==> config.mk <==
export PLATFORM = sky130hd
export DESIGN_NAME = seg7_scan_driver
export DESIGN_NICKNAME = d
export VERILOG_FILES = /design/src/rtl/seg7_pkg.sv /design/src/rtl/bcd_to_seg7.sv /design/src/rtl/seg7_scan_driver.sv
export SDC_FILE = /design/constraint.sdc
export NUM_CORES = 1
export LEC_CHECK = 0
export CAP_MARGIN = 20
export CORE_MARGIN = 5
export CORE_UTILIZATION = 57
export CTS_CLUSTER_DIAMETER = 60
export DETAILED_ROUTE_END_ITERATION = 8
export MAX_ROUTING_LAYER = met4
export PLACE_DENSITY = 0.86
export SLEW_MARGIN = 20
export SYNTH_ARGS = -nofsm -noshare
export SYNTH_HDL_FRONTEND = slang
export SYNTH_SLANG_ARGS = --single-unit
==> constraint.sdc <==
create_clock -name clk -period 3.76 [get_ports clk]
set_input_delay 1.128 -clock clk [delete_from_list [all_inputs] [get_ports clk]]
set_output_delay 1.128 -clock clk [all_outputs]
set_load 0.05 [all_outputs]
==> src/rtl/seg7_pkg.sv <==
// Shared constants for the 7-segment scan driver: segment bit positions,
// blank/dash patterns and the BCD-to-segment lookup table.
package seg7_pkg;

    localparam int SEG_A  = 0;
    localparam int SEG_B  = 1;
    localparam int SEG_C  = 2;
    localparam int SEG_D  = 3;
    localparam int SEG_E  = 4;
    localparam int SEG_F  = 5;
    localparam int SEG_G  = 6;
    localparam int SEG_DP = 7;

    localparam logic [7:0] SEG_DASH = 8'h40;
    localparam logic [7:0] SEG_OFF  = 8'h00;

    // Active-high {g,f,e,d,c,b,a}; non-decimal codes render as a dash.
    localparam logic [6:0] SEG_TABLE [16] = '{
        7'h3F, 7'h06, 7'h5B, 7'h4F, 7'h66, 7'h6D, 7'h7D, 7'h07,
        7'h7F, 7'h6F, 7'h40, 7'h40, 7'h40, 7'h40, 7'h40, 7'h40
    };

endpackage

==> src/rtl/bcd_to_seg7.sv <==
// Combinational BCD digit to active-high a..g segment decoder.
module bcd_to_seg7
    import seg7_pkg::*;
(
    input  logic [3:0] code,
    output logic [6:0] seg
);

    assign seg = SEG_TABLE[code];

endmodule

==> src/rtl/seg7_scan_driver.sv <==
// Time-multiplexed 7-segment display driver with shadowed BCD content,
// leading-zero blanking, per-digit blink and an anti-ghosting blank window.
module seg7_scan_driver
    import seg7_pkg::*;
#(
    parameter int NUM_DIGITS     = 8,
    parameter int SCAN_DIV       = 100000,
    parameter int BLANK_CYC      = 2000,
    parameter int BLINK_TICKS    = 250,
    parameter bit SEG_ACTIVE_LOW = 1'b0,
    parameter bit SEL_ACTIVE_LOW = 1'b0
) (
    input  logic                    clk,
    input  logic                    rst_n,
    input  logic                    load,
    input  logic [4*NUM_DIGITS-1:0] bcd_in,
    input  logic [NUM_DIGITS-1:0]   dp_in,
    input  logic [NUM_DIGITS-1:0]   digit_en,
    input  logic [NUM_DIGITS-1:0]   blink_mask,
    input  logic                    blank_lead_zero,
    output logic [7:0]              seg,
    output logic [NUM_DIGITS-1:0]   digit_sel
);

    localparam int PRE_W = (SCAN_DIV > 1) ? $clog2(SCAN_DIV) : 1;
    localparam int IDX_W = (NUM_DIGITS > 1) ? $clog2(NUM_DIGITS) : 1;
    localparam int BLK_W = (BLINK_TICKS > 1) ? $clog2(BLINK_TICKS) : 1;

    logic [PRE_W-1:0]        prescaler_q, prescaler_d;
    logic [IDX_W-1:0]        idx_q, idx_d;
    logic [BLK_W-1:0]        blink_cnt_q, blink_cnt_d;
    logic                    blink_phase_q, blink_phase_d;
    logic [4*NUM_DIGITS-1:0] bcd_q, bcd_d;
    logic [NUM_DIGITS-1:0]   dp_q, dp_d;
    logic [7:0]              seg_q, seg_d;
    logic [NUM_DIGITS-1:0]   sel_q, sel_d;

    logic                    scan_tick;
    logic [3:0]              cur_code;
    logic [6:0]              cur_glyph;
    logic [NUM_DIGITS-1:0]   lead_zero;
    logic                    lead_blank;
    logic                    full_blank;

    assign scan_tick = (prescaler_q == PRE_W'(SCAN_DIV - 1));

    always_comb begin
        prescaler_d   = prescaler_q + 1'b1;
        idx_d         = idx_q;
        blink_cnt_d   = blink_cnt_q;
        blink_phase_d = blink_phase_q;
        if (scan_tick) begin
            prescaler_d = '0;
            idx_d       = (idx_q == IDX_W'(NUM_DIGITS - 1)) ? '0 : idx_q + 1'b1;
            if (blink_cnt_q == BLK_W'(BLINK_TICKS - 1)) begin
                blink_cnt_d   = '0;
                blink_phase_d = ~blink_phase_q;
            end else begin
                blink_cnt_d = blink_cnt_q + 1'b1;
            end
        end
    end

    always_comb begin
        bcd_d = bcd_q;
        dp_d  = dp_q;
        if (load) begin
            bcd_d = bcd_in;
            dp_d  = dp_in;
        end
    end

    // lead_zero[j]: every digit at or left of j is disabled or holds zero.
    always_comb begin
        logic run;
        run       = 1'b1;
        lead_zero = '0;
        for (int j = NUM_DIGITS - 1; j >= 0; j--) begin
            run          = run & (~digit_en[j] | (bcd_q[4*j +: 4] == 4'd0));
            lead_zero[j] = run;
        end
    end

    assign cur_code = bcd_q[{idx_q, 2'b00} +: 4];

    bcd_to_seg7 u_dec (
        .code (cur_code),
        .seg  (cur_glyph)
    );

    assign lead_blank = blank_lead_zero & (idx_q != '0) & lead_zero[idx_q];
    assign full_blank = ~digit_en[idx_q]
                      | (blink_mask[idx_q] & blink_phase_q)
                      | (prescaler_q < PRE_W'(BLANK_CYC));

    always_comb begin
        seg_d = SEG_OFF;
        sel_d = '0;
        if (!full_blank) begin
            seg_d[SEG_DP]      = dp_q[idx_q];
            seg_d[SEG_G:SEG_A] = lead_blank ? SEG_OFF[SEG_G:SEG_A] : cur_glyph;
            sel_d[idx_q]       = 1'b1;
        end
    end

    always_ff @(posedge clk or negedge rst_n) begin
        if (!rst_n) begin
            prescaler_q   <= '0;
            idx_q         <= '0;
            blink_cnt_q   <= '0;
            blink_phase_q <= 1'b0;
            bcd_q         <= '0;
            dp_q          <= '0;
            seg_q         <= SEG_OFF;
            sel_q         <= '0;
        end else begin
            prescaler_q   <= prescaler_d;
            idx_q         <= idx_d;
            blink_cnt_q   <= blink_cnt_d;
            blink_phase_q <= blink_phase_d;
            bcd_q         <= bcd_d;
            dp_q          <= dp_d;
            seg_q         <= seg_d;
            sel_q         <= sel_d;
        end
    end

    assign seg       = seg_q ^ {8{SEG_ACTIVE_LOW}};
    assign digit_sel = sel_q ^ {NUM_DIGITS{SEL_ACTIVE_LOW}};

endmodule

Word level (Yosys, flattened, before mapping)
Memory sizes are Yosys's and may differ from the RTL's.
Index checks and enable logic that the tools add are counted.
Operators by class
  multiplexer cells: 18
  reductions and logical operators: 11
  shifts and indexed selects: 1
  equality and inequality tests: 3
  bitwise gates (word level): 31
  order comparisons: 4
  add/subtract/negate cells: 3
Operators by type and width (count)
  $logic_not A4 Y1: 8
  $shiftx A32 B6 Y4: 1
  $mux W8: 3
  $mux W7: 3
  $add A17 B1 Y17 const B: 1
  $eq A17 B17 Y1 const B: 1
  $lt A17 B11 Y1 const B: 1
  $mux W17: 1
  $bmux W1 S3: 4
  $and A1 B1 Y1: 10
  $not A1 Y1: 10
  $or A1 B1 Y1: 10
  $add A8 B1 Y8 const B: 1
  $eq A8 B8 Y1 const B: 1
  $ge A5 B5 Y1 const B: 1
  $mux W1: 5
  $not A4 Y5: 1
  $lt A3 B4 Y1 const B: 1
  $add A3 B1 Y3 const B: 1
  $demux W1 S3: 1
  $eq A3 B3 Y1 const B: 1
  $ge A3 B1 Y1 const B: 1
  $mux W3: 1
  $reduce_bool A3 Y1: 1
  other kinds (2): 2
Word-level totals
  ROM bits: 112
  memories: 1
  bits in registers: 85
  output and inout port bits: 16
Memory list
  (name not given): words 16, bits a word 7, read ports 1, clocked after Yosys merged registers in 0, write ports 0, line bcd_to_seg7.sv:9  | assign seg = SEG_TABLE[code];

Longest topological paths before layout
Gate-level depths: netlist (run 1).
  depth in word-level cells: 14
  mapped depth: 11

By module
From an unflattened synthesis (run 1), not the netlist that was laid out.
Unflattened totals
  cells, all modules: 391
  area, all modules: 4456.8 sq um
Modules (own cells, without submodules)
  seg7_scan_driver: cells an instance 362, area each 4224.1 sq um, times used 1
  bcd_to_seg7: cells an instance 29, area each 232.7 sq um, times used 1

Worst setup path before layout (run 1)
OpenSTA, ideal clock, no wires.
  path kind: reg-to-reg
  start point: register idx_q[0]
  end point: register seg_q[1] (netlist: seg[1])
  slack: 1425 ps
  stages on the path, launching flop included: 11
  required time: 3666 ps
  path buffers: 3
  arrival: 2242 ps
  cell sequence: dfrtp_1 -> buf_6 -> buf_2 -> buf_2 -> mux2i_1 -> nor2_1 -> nor4_1 -> ha_1 -> inv_1 -> o21ai_0 -> a211oi_1
On the way
  cells in the longest elaborated chain, start to end: 7
  elaborated cells between the ends (all ways): 20
  those cells by class: shift: 1; mux: 10; bitwise: 7; reduce/logical: 1; memory: 1
Ends and longest elaborated chain
  from (decl): line seg7_scan_driver.sv:30  | logic [IDX_W-1:0] idx_q, idx_d;
  from (signal assigned): line seg7_scan_driver.sv:118  | idx_q <= idx_d;
  $shiftx A32 B6 Y4: line seg7_scan_driver.sv:84  | assign cur_code = bcd_q[{idx_q, 2'b00} +: 4];
  $not A4 Y5 (implied by the code): line bcd_to_seg7.sv:9
  $mem_v2 Z16 W7
  $mux W7 (implied by the code) (2 in series): line bcd_to_seg7.sv:9
  $mux W7: line seg7_scan_driver.sv:101  | seg_d[SEG_G:SEG_A] = lead_blank ? SEG_OFF[SEG_G:SEG_A] : cur_glyph;
  $mux W8 *: line seg7_scan_driver.sv:99  | if (!full_blank) begin
  net seg_d[1]: line seg7_scan_driver.sv:35  | logic [7:0] seg_q, seg_d;
  to (signal assigned): line seg7_scan_driver.sv:123  | seg_q <= seg_d;
  to (decl): line seg7_scan_driver.sv:35
The timed path passes the listed nets; every way through them passes the cells marked *. The select of a mux whose other input is x is not followed.
A chain may end at the register's enable or synchronous reset.

Worst setup path after layout (run 1)
Ends and elaborated chain as after synthesis.

==> results of run 1 <==
-- cell type report --
class | count | area share
repair buffers | 82 | 0.152
flip-flops and latches | 85 | 0.403
well taps | 99 | 0.0235
clock buffers | 10 | 0.0261
clock inverters | 6 | 0.0164
multi-input cells | 244 | 0.371
inverters | 10 | 0.00711
-- report_power, final --
part           leakage (nW)  internal, mW  switching, mW
combinational         0.999         0.128         0.0844
sequential             1.08         0.956         0.0364
clock                 0.112         0.391          0.329
-- through the flow --
step / cells / total power [mW]
6_report: 536 / 1.93
5_1_grt: 536 / 2.00
4_1_cts: 536 / 1.93
3_5_place_dp: 520 / 1.22
3_3_place_gp: 520 / 1.21
2_1_floorplan: 354 / 1.10
-- registers in the layout (all words and copies together) (netlist names) --
signal / count
blink_phase_q: 1
blink_cnt_q: 8
seg: 8
dp_q: 8
digit_sel: 8
prescaler_q: 17
bcd_q: 32
idx_q: 3
-- worst reg2reg max path, delay by kind of cell, from the launching register on --
family | cells | cell delay, ns
AO/OA/AOI/OAI | 2 | 0.39
adder cells (fa/ha/maj) | 1 | 0.25
buffers and inverters | 2 | 0.24
flip-flops | 1 | 0.97
multiplexers | 2 | 1.02
-- cells by family (layout without fill, tap and decap cells) --
group	after synthesis	in the layout	share of synthesized area
XOR/XNOR	14	14	0.0292
AND/OR/NAND/NOR	114	114	0.145
AO/OA/AOI/OAI	47	47	0.0706
flip-flops	85	85	0.507
multiplexers	58	58	0.189
adder cells (fa/ha/maj)	11	11	0.0328
buffers and inverters	25	108	0.0268
-- final timing paths --
check | from | end | slack [ns] | depth (start not counted)
worst max-delay path | idx_q[0]$_DFFE_PN0N_ | seg[1]$_DFF_PN0_ | 0.78 | 7
worst min-delay path | blink_cnt_q[7]$_DFFE_PN0N_ | blink_cnt_q[7]$_DFFE_PN0N_ | 0.50 | 1
worst max register to register | idx_q[0]$_DFFE_PN0N_ | seg[1]$_DFF_PN0_ | 0.78 | 7
worst min register to register | blink_cnt_q[7]$_DFFE_PN0N_ | blink_cnt_q[7]$_DFFE_PN0N_ | 0.50 | 1
max in group asynchronous | rst_n | prescaler_q[15]$_DFF_PN0_ | 2.41 | 1
min in group asynchronous | rst_n | blink_cnt_q[3]$_DFFE_PN0N_ | 0.81 | 1
-- metal layers --
layer  wire length [µm]  global-route usage  vias up
met2               5110               0.384      147
met3                532              0.0336       21
met5                  0                   -        -
li1                   -                   -     1464
met4                237              0.0983        0
met1               4030               0.313     1578
-- Yosys cell counts, types with 4 or more instances --
| master | instances |
|---|---|
| a21oi_1 | 14 |
| and3_1 | 7 |
| buf_1 | 4 |
| buf_2 | 6 |
| dfrtp_1 | 85 |
| ha_1 | 11 |
| inv_1 | 8 |
| mux2_2 | 41 |
| mux2i_1 | 5 |
| mux4_2 | 7 |
| nand2_1 | 26 |
| nand3_1 | 18 |
| nand4_1 | 5 |
| nor2_1 | 15 |
| nor3_1 | 12 |
| nor4_1 | 6 |
| o21ai_0 | 12 |
| o41ai_1 | 4 |
| or3_1 | 5 |
| or4_1 | 4 |
| xnor2_1 | 6 |
| xor2_1 | 8 |
==> run summary, run 1 <==
# clock sinks - 85
Total Nets Final - 503
Syn avg cell area - 11.9 µm²
Netlist cell types - 49
Share of layout cells above drive strength 1 - 0.174
Core Area - 7210 µm²
Top cells by area, synth - dfrtp_1 (51%), mux2_2 (11%), mux4_2 (3.8%), ha_1 (3.3%), nand2_1 (2.3%)
RSZ-0062 raised after global routing - no
Slowest CP cell - dfrtp_1
Hold WS - 0.501 ns
Die Wd - 95.8 µm
Number of core rows - 31
Most frequent cells in the layout - dfrtp_1 (85), clkdlybuf4s50_1 (74), mux2_2 (41)
Final period utilization - 0.792
I/O Buffers - 75
Detail Placement HPWL - 7200 µm
Clock Pin Slew Worst Setup and Hold Paths - 0.08 ns
Share of flip-flops with an asynchronous set or reset - 1.00
Initial antenna violation count - 0
HP Class - register to register
Clock skew - 0.00900 ns
EDFF count, synth - 0
Area leader, netlist - dfrtp_1
Largest net degree at the start of global routing - 86
Sequential cell area - 2130 µm²
Overall Global Routing Usage - 0.241
Post-CTS Resized - 0
Final setup fails - 0
Min cycle time layout - 2.98 ns
CP Capture Type - register
DRC viols - 0
Syn_nets - 425
Pre-CTS setup slack - 0.683 ns
Post-synth top flop - dfrtp_1
Register area share after synthesis - 0.507
DRT iter0 DRCs - 211
P_leak - 2.19 nW
Crit-path max FO - 24
Vias in the first global route - 3326
GRT overflow - 0
Antenna Nets Post-Route - 0
Least-Margin Pin Slew - 0.963 ns
Die Ht - 95.8 µm
Post-CTS Setup Bufs - 0
PwrDens - 365 nW/µm²
Die area - 9180 µm²
Syn Inst Count - 354
Total CTS buffers - 9
WL final - 9920 µm
Max stage delay on crit path - 0.97 ns
Peak VDD IR - 0.279 mV
Yosys warnings - 0
# Max-Cap Violations - 0
Footprint of the multi-input gates - 1960 µm²
Number of fill cells - 486
Synth Cell Area - 4200 µm²
Seq cells post-synth - 85
CTS Hold Bufs - 0
Setup CP Type - register to register
H-tree depth - 3
Achievable Freq - 336 MHz
Max clock buf depth - 2
Commonest non-fill, non-tap cell in the layout - dfrtp_1
First-pass DRT Iterations - 6
Outcome - complete, no violations
Largest delay share family, worst path - multiplexers
Max transition margin - 0.353
Design area - 5280 µm²
Wire per inst - 18.5 µm
Hold Fails Final Rpt - 0
Initial Util - 0.582
TritonCTS clock tree - built
Skew-Pair Late Insertion Delay - 0.35 ns
First-pass GRT wire length - 16300 µm
Crit path launch type - register
Crit path cell chain - mux4_1, mux2_2, inv_1, ha_1, inv_1, o21ai_0, a211oi_1
Routed via count - 3210
Placed Area - 5050 µm²
P&R area growth vs syn - 25.7%
Area share of the largest cell type after synthesis - 0.507
Final slew viol count - 0
I/O pins - 76
Setup WS post-layout - 0.781 ns
Worst Path Required - 4.00 ns
Vias per cell - 5.99
Arrival @ worst endpoint - 3.22 ns
Buf/Inv on CP - 2
Final Core Density - 0.731
Placer Congestion - 1.00
Setup TNS Final - 0 ns
CTS root buf - clkbuf_8
Crit path top cell by count - inv_1
Ant. Diodes - 0
No activity file was read; power rests on OpenSTA's default activity.
==> run 2, diff against run 1 <==
--- a/config.mk
+++ b/config.mk
@@ -7,11 +7,11 @@
 export LEC_CHECK = 0
 export CAP_MARGIN = 20
 export CORE_MARGIN = 5
-export CORE_UTILIZATION = 57
+export CORE_UTILIZATION = 53
 export CTS_CLUSTER_DIAMETER = 60
 export DETAILED_ROUTE_END_ITERATION = 8
 export MAX_ROUTING_LAYER = met4
-export PLACE_DENSITY = 0.86
+export PLACE_DENSITY = 0.81
 export SLEW_MARGIN = 20
 export SYNTH_ARGS = -nofsm -noshare
 export SYNTH_HDL_FRONTEND = slang
==> constraint.sdc (replaced) <==
create_clock -name clk -period 3.1 [get_ports clk]
set_input_delay 0.93 -clock clk [delete_from_list [all_inputs] [get_ports clk]]
set_output_delay 0.93 -clock clk [all_outputs]
set_load 0.05 [all_outputs]
==> run 2 against run 1 <==
- register-to-register slack worse by 0.15 ns
- clock skew up 0.0046 ns
- global-route usage down 3.2 points
- clock-buffer cell count up 1
- utilization down 4.4 points
- non-clock buffer count up 2
- first-iteration DRC count down 4.3%
- sequential share of layout area down 0.25 points
- combinational power up 21%
- setup slack worse by 0.18 ns
- worst hold slack worse by 0.0060 ns
- via count down 2.6%
==> run summary, run 2 (synthesized netlist as in run 1, its figures left out) <==
Outcome - complete, no violations (unchanged)
H-tree depth - 3 (unchanged)
Wire per inst - 17.5 µm (was 18.5 µm)
Commonest non-fill, non-tap cell in the layout - dfrtp_1 (unchanged)
TritonCTS clock tree - built (unchanged)
Launching point of the worst reg2reg path - idx_q[2]$_DFFE_PN0N_ (was idx_q[0]$_DFFE_PN0N_)
Min cycle time layout - 2.50 ns
I/O pins - 76 (unchanged)
First-pass DRT Iterations - 4 (was 6)
# Max-Cap Violations - 0 (unchanged)
I/O Buffers - 75 (unchanged)
RR Endpoint - digit_sel[0]$_DFF_PN0_ (was seg[1]$_DFF_PN0_)
Placer Congestion - 0.965 (was 1.00)
Largest net degree at the start of global routing - 47 (was 86)
Post-CTS Setup Bufs - 0 (unchanged)
Clock skew - 0.0136 ns (was 0.00900 ns)
Crit-path max FO - 16 (was 24)
Vias per cell - 5.78 (was 5.99)
Die Wd - 99.0 µm (was 95.8 µm)
Largest delay share family, worst path - simple AND/OR/NAND/NOR gates (was multiplexers)
Routed via count - 3127 (was 3210)
Total power - 2.35 mW (was 1.93 mW)
Crit path cell chain - clkdlybuf4s50_1, mux4_2, nand2_1, a32oi_1, nand3_1, nor4_1 (was mux4_1, mux2_2, inv_1, ha_1, inv_1, o21ai_0, a211oi_1)
Antenna Nets Post-Route - 0 (unchanged)
Crit path launch type - input pin (was register)
Total CTS buffers - 9 (unchanged)
Total Nets Final - 505 (was 503)
Core Area - 7730 µm² (was 7210 µm²)
Setup WS post-layout - 0.601 ns (was 0.781 ns)
Initial antenna violation count - 0 (unchanged)
Max stage delay on crit path - 0.49 ns (was 0.97 ns)
Design area - 5310 µm² (was 5280 µm²)
Max clock buf depth - 2 (unchanged)
Number of core rows - 32 (was 31)
Hold Fails Final Rpt - 0 (unchanged)
# clock sinks - 85 (unchanged)
Worst Hold Path EP - blink_cnt_q[7]$_DFFE_PN0N_ (unchanged)
Clock Pin Slew Worst Setup and Hold Paths - 0.09 ns (was 0.08 ns)
Slowest CP cell - clkdlybuf4s50_1 (was dfrtp_1)
Hold Path Origin - blink_cnt_q[7]$_DFFE_PN0N_ (unchanged)
DRC viols - 0 (unchanged)
Least-Margin Pin Slew - 0.989 ns (was 0.963 ns)
Ant. Diodes - 0 (unchanged)
Placed Area - 5070 µm² (was 5050 µm²)
CP Capture Type - register (unchanged)
GRT overflow - 0 (unchanged)
P_leak - 2.22 nW (was 2.19 nW)
Post-CTS Resized - 0 (unchanged)
CTS Hold Bufs - 0 (unchanged)
Share of power burned in registers - 0.513 (was 0.516)
Most frequent cells in the layout - dfrtp_1 (85), clkdlybuf4s50_1 (73), mux2_2 (41) (was dfrtp_1 (85), clkdlybuf4s50_1 (74), mux2_2 (41))
Internal power - 1.82 mW (was 1.48 mW)
First-pass GRT wire length - 16000 µm (was 16300 µm)
Overall Global Routing Usage - 0.210 (was 0.241)
Max transition margin - 0.336 (was 0.353)
Setup TNS Final - 0 ns (unchanged)
Pre-CTS setup slack - 0.289 ns (was 0.683 ns)
P&R area growth vs syn - 26.4% (was 25.7%)
Switching portion of total power - 0.227 (was 0.234)
Reg2Reg Setup Slack - 0.63 ns (was 0.78 ns)
Worst Path Required - 3.32 ns (was 4.00 ns)
HP Class - register to register (unchanged)
Skew-Pair Late Insertion Delay - 0.34 ns (was 0.35 ns)
Final setup fails - 0 (unchanged)
PwrDens - 443 nW/µm² (was 365 nW/µm²)
Largest reg by FF count - bcd_q (unchanged)
Arrival @ worst endpoint - 2.72 ns (was 3.22 ns)
Gate power share - 0.109 (was 0.110)
Initial Util - 0.543 (was 0.582)
CTS root buf - clkbuf_8 (unchanged)
Buf/Inv on CP - 1 (was 2)
Largest regs - bcd_q x32, prescaler_q x17 (unchanged)
Detail Placement HPWL - 7100 µm (was 7200 µm)
Max FFs per register - 32 (unchanged)
Share of layout cells above drive strength 1 - 0.180 (was 0.174)
Die area - 9800 µm² (was 9180 µm²)
Worst reg2reg path depth - 6 (was 7)
Clk pwr share - 0.378 (was 0.374)
Achievable Freq - 400 MHz
Psw - 532 µW (was 450 µW)
Final slew viol count - 0 (unchanged)
Die Ht - 99.0 µm (was 95.8 µm)
WL final - 9470 µm (was 9920 µm)
Final period utilization - 0.806
Peak VDD IR - 0.258 mV (was 0.279 mV)
Vias in the first global route - 3218 (was 3326)
DRT iter0 DRCs - 202 (was 211)
Setup CP Type - input pin to register (was register to register)
RSZ-0062 raised after global routing - no (unchanged)
Worst Hold Path Cells - 1 (unchanged)
run 2: cell types whose count changed in the layout (fill, tap and decap cells not counted), sizes merged:
cell           before  now
buf                 8   11
clkbuf             10   11
clkdlybuf4s50      74   73
clkinvlp            1    0
run 2: layer usage:
layer,up-vias,GRT usage,part of all wire
met1,1537,0.277,0.42
met4,0,0.0441,0.0080
met3,6,0.0403,0.056
met5,-,-,0
met2,115,0.339,0.51
li1,1469,-,-
run 2: cell type report:
type / instances / area [µm²]
tap: 102 / 128
inverter: 10 / 37.5
clock buffer: 11 / 151
clock inverter: 5 / 82.6
timing repair buffer: 84 / 823
sequential: 85 / 2130
multi-input combinational: 244 / 1960
fill: 548 / 2420
run 2: per-stage QoR:
step	hold slack (ns)	instances	utilization
floorplan	0.452	354	-
global placement	0.475	525	0.657
detailed placement	0.478	525	0.657
CTS	0.494	541	0.687
global route	0.522	541	0.687
finish	0.495	541	0.687
run 2: power groups by stage:
stage          clock, mW  sequential (mW)  combinational [mW]
5_1_grt            0.950             1.21               0.281
3_3_place_gp           0             1.22               0.250
2_1_floorplan          0             1.21               0.134
4_1_cts            0.907             1.20               0.258
6_report           0.888             1.21               0.256
3_5_place_dp           0             1.23               0.256
run 2: worst max-delay path by stage:
stage                           start                      to  slack, ns  depth (start not counted)
2_1_floorplan    idx_q[0]$_DFFE_PN0N_        seg[1]$_DFF_PN0_       0.76                         10
3_3_place_gp              digit_en[3]        seg[1]$_DFF_PN0_       0.35                          6
3_5_place_dp              digit_en[3]        seg[0]$_DFF_PN0_       0.29                          6
4_1_cts        digit_sel[0]$_DFF_PN0_            digit_sel[0]       0.65                          1
5_1_grt          idx_q[2]$_DFFE_PN0N_  digit_sel[4]$_DFF_PN0_       0.44                          6
6_report                  digit_en[3]  digit_sel[0]$_DFF_PN0_       0.60                          6
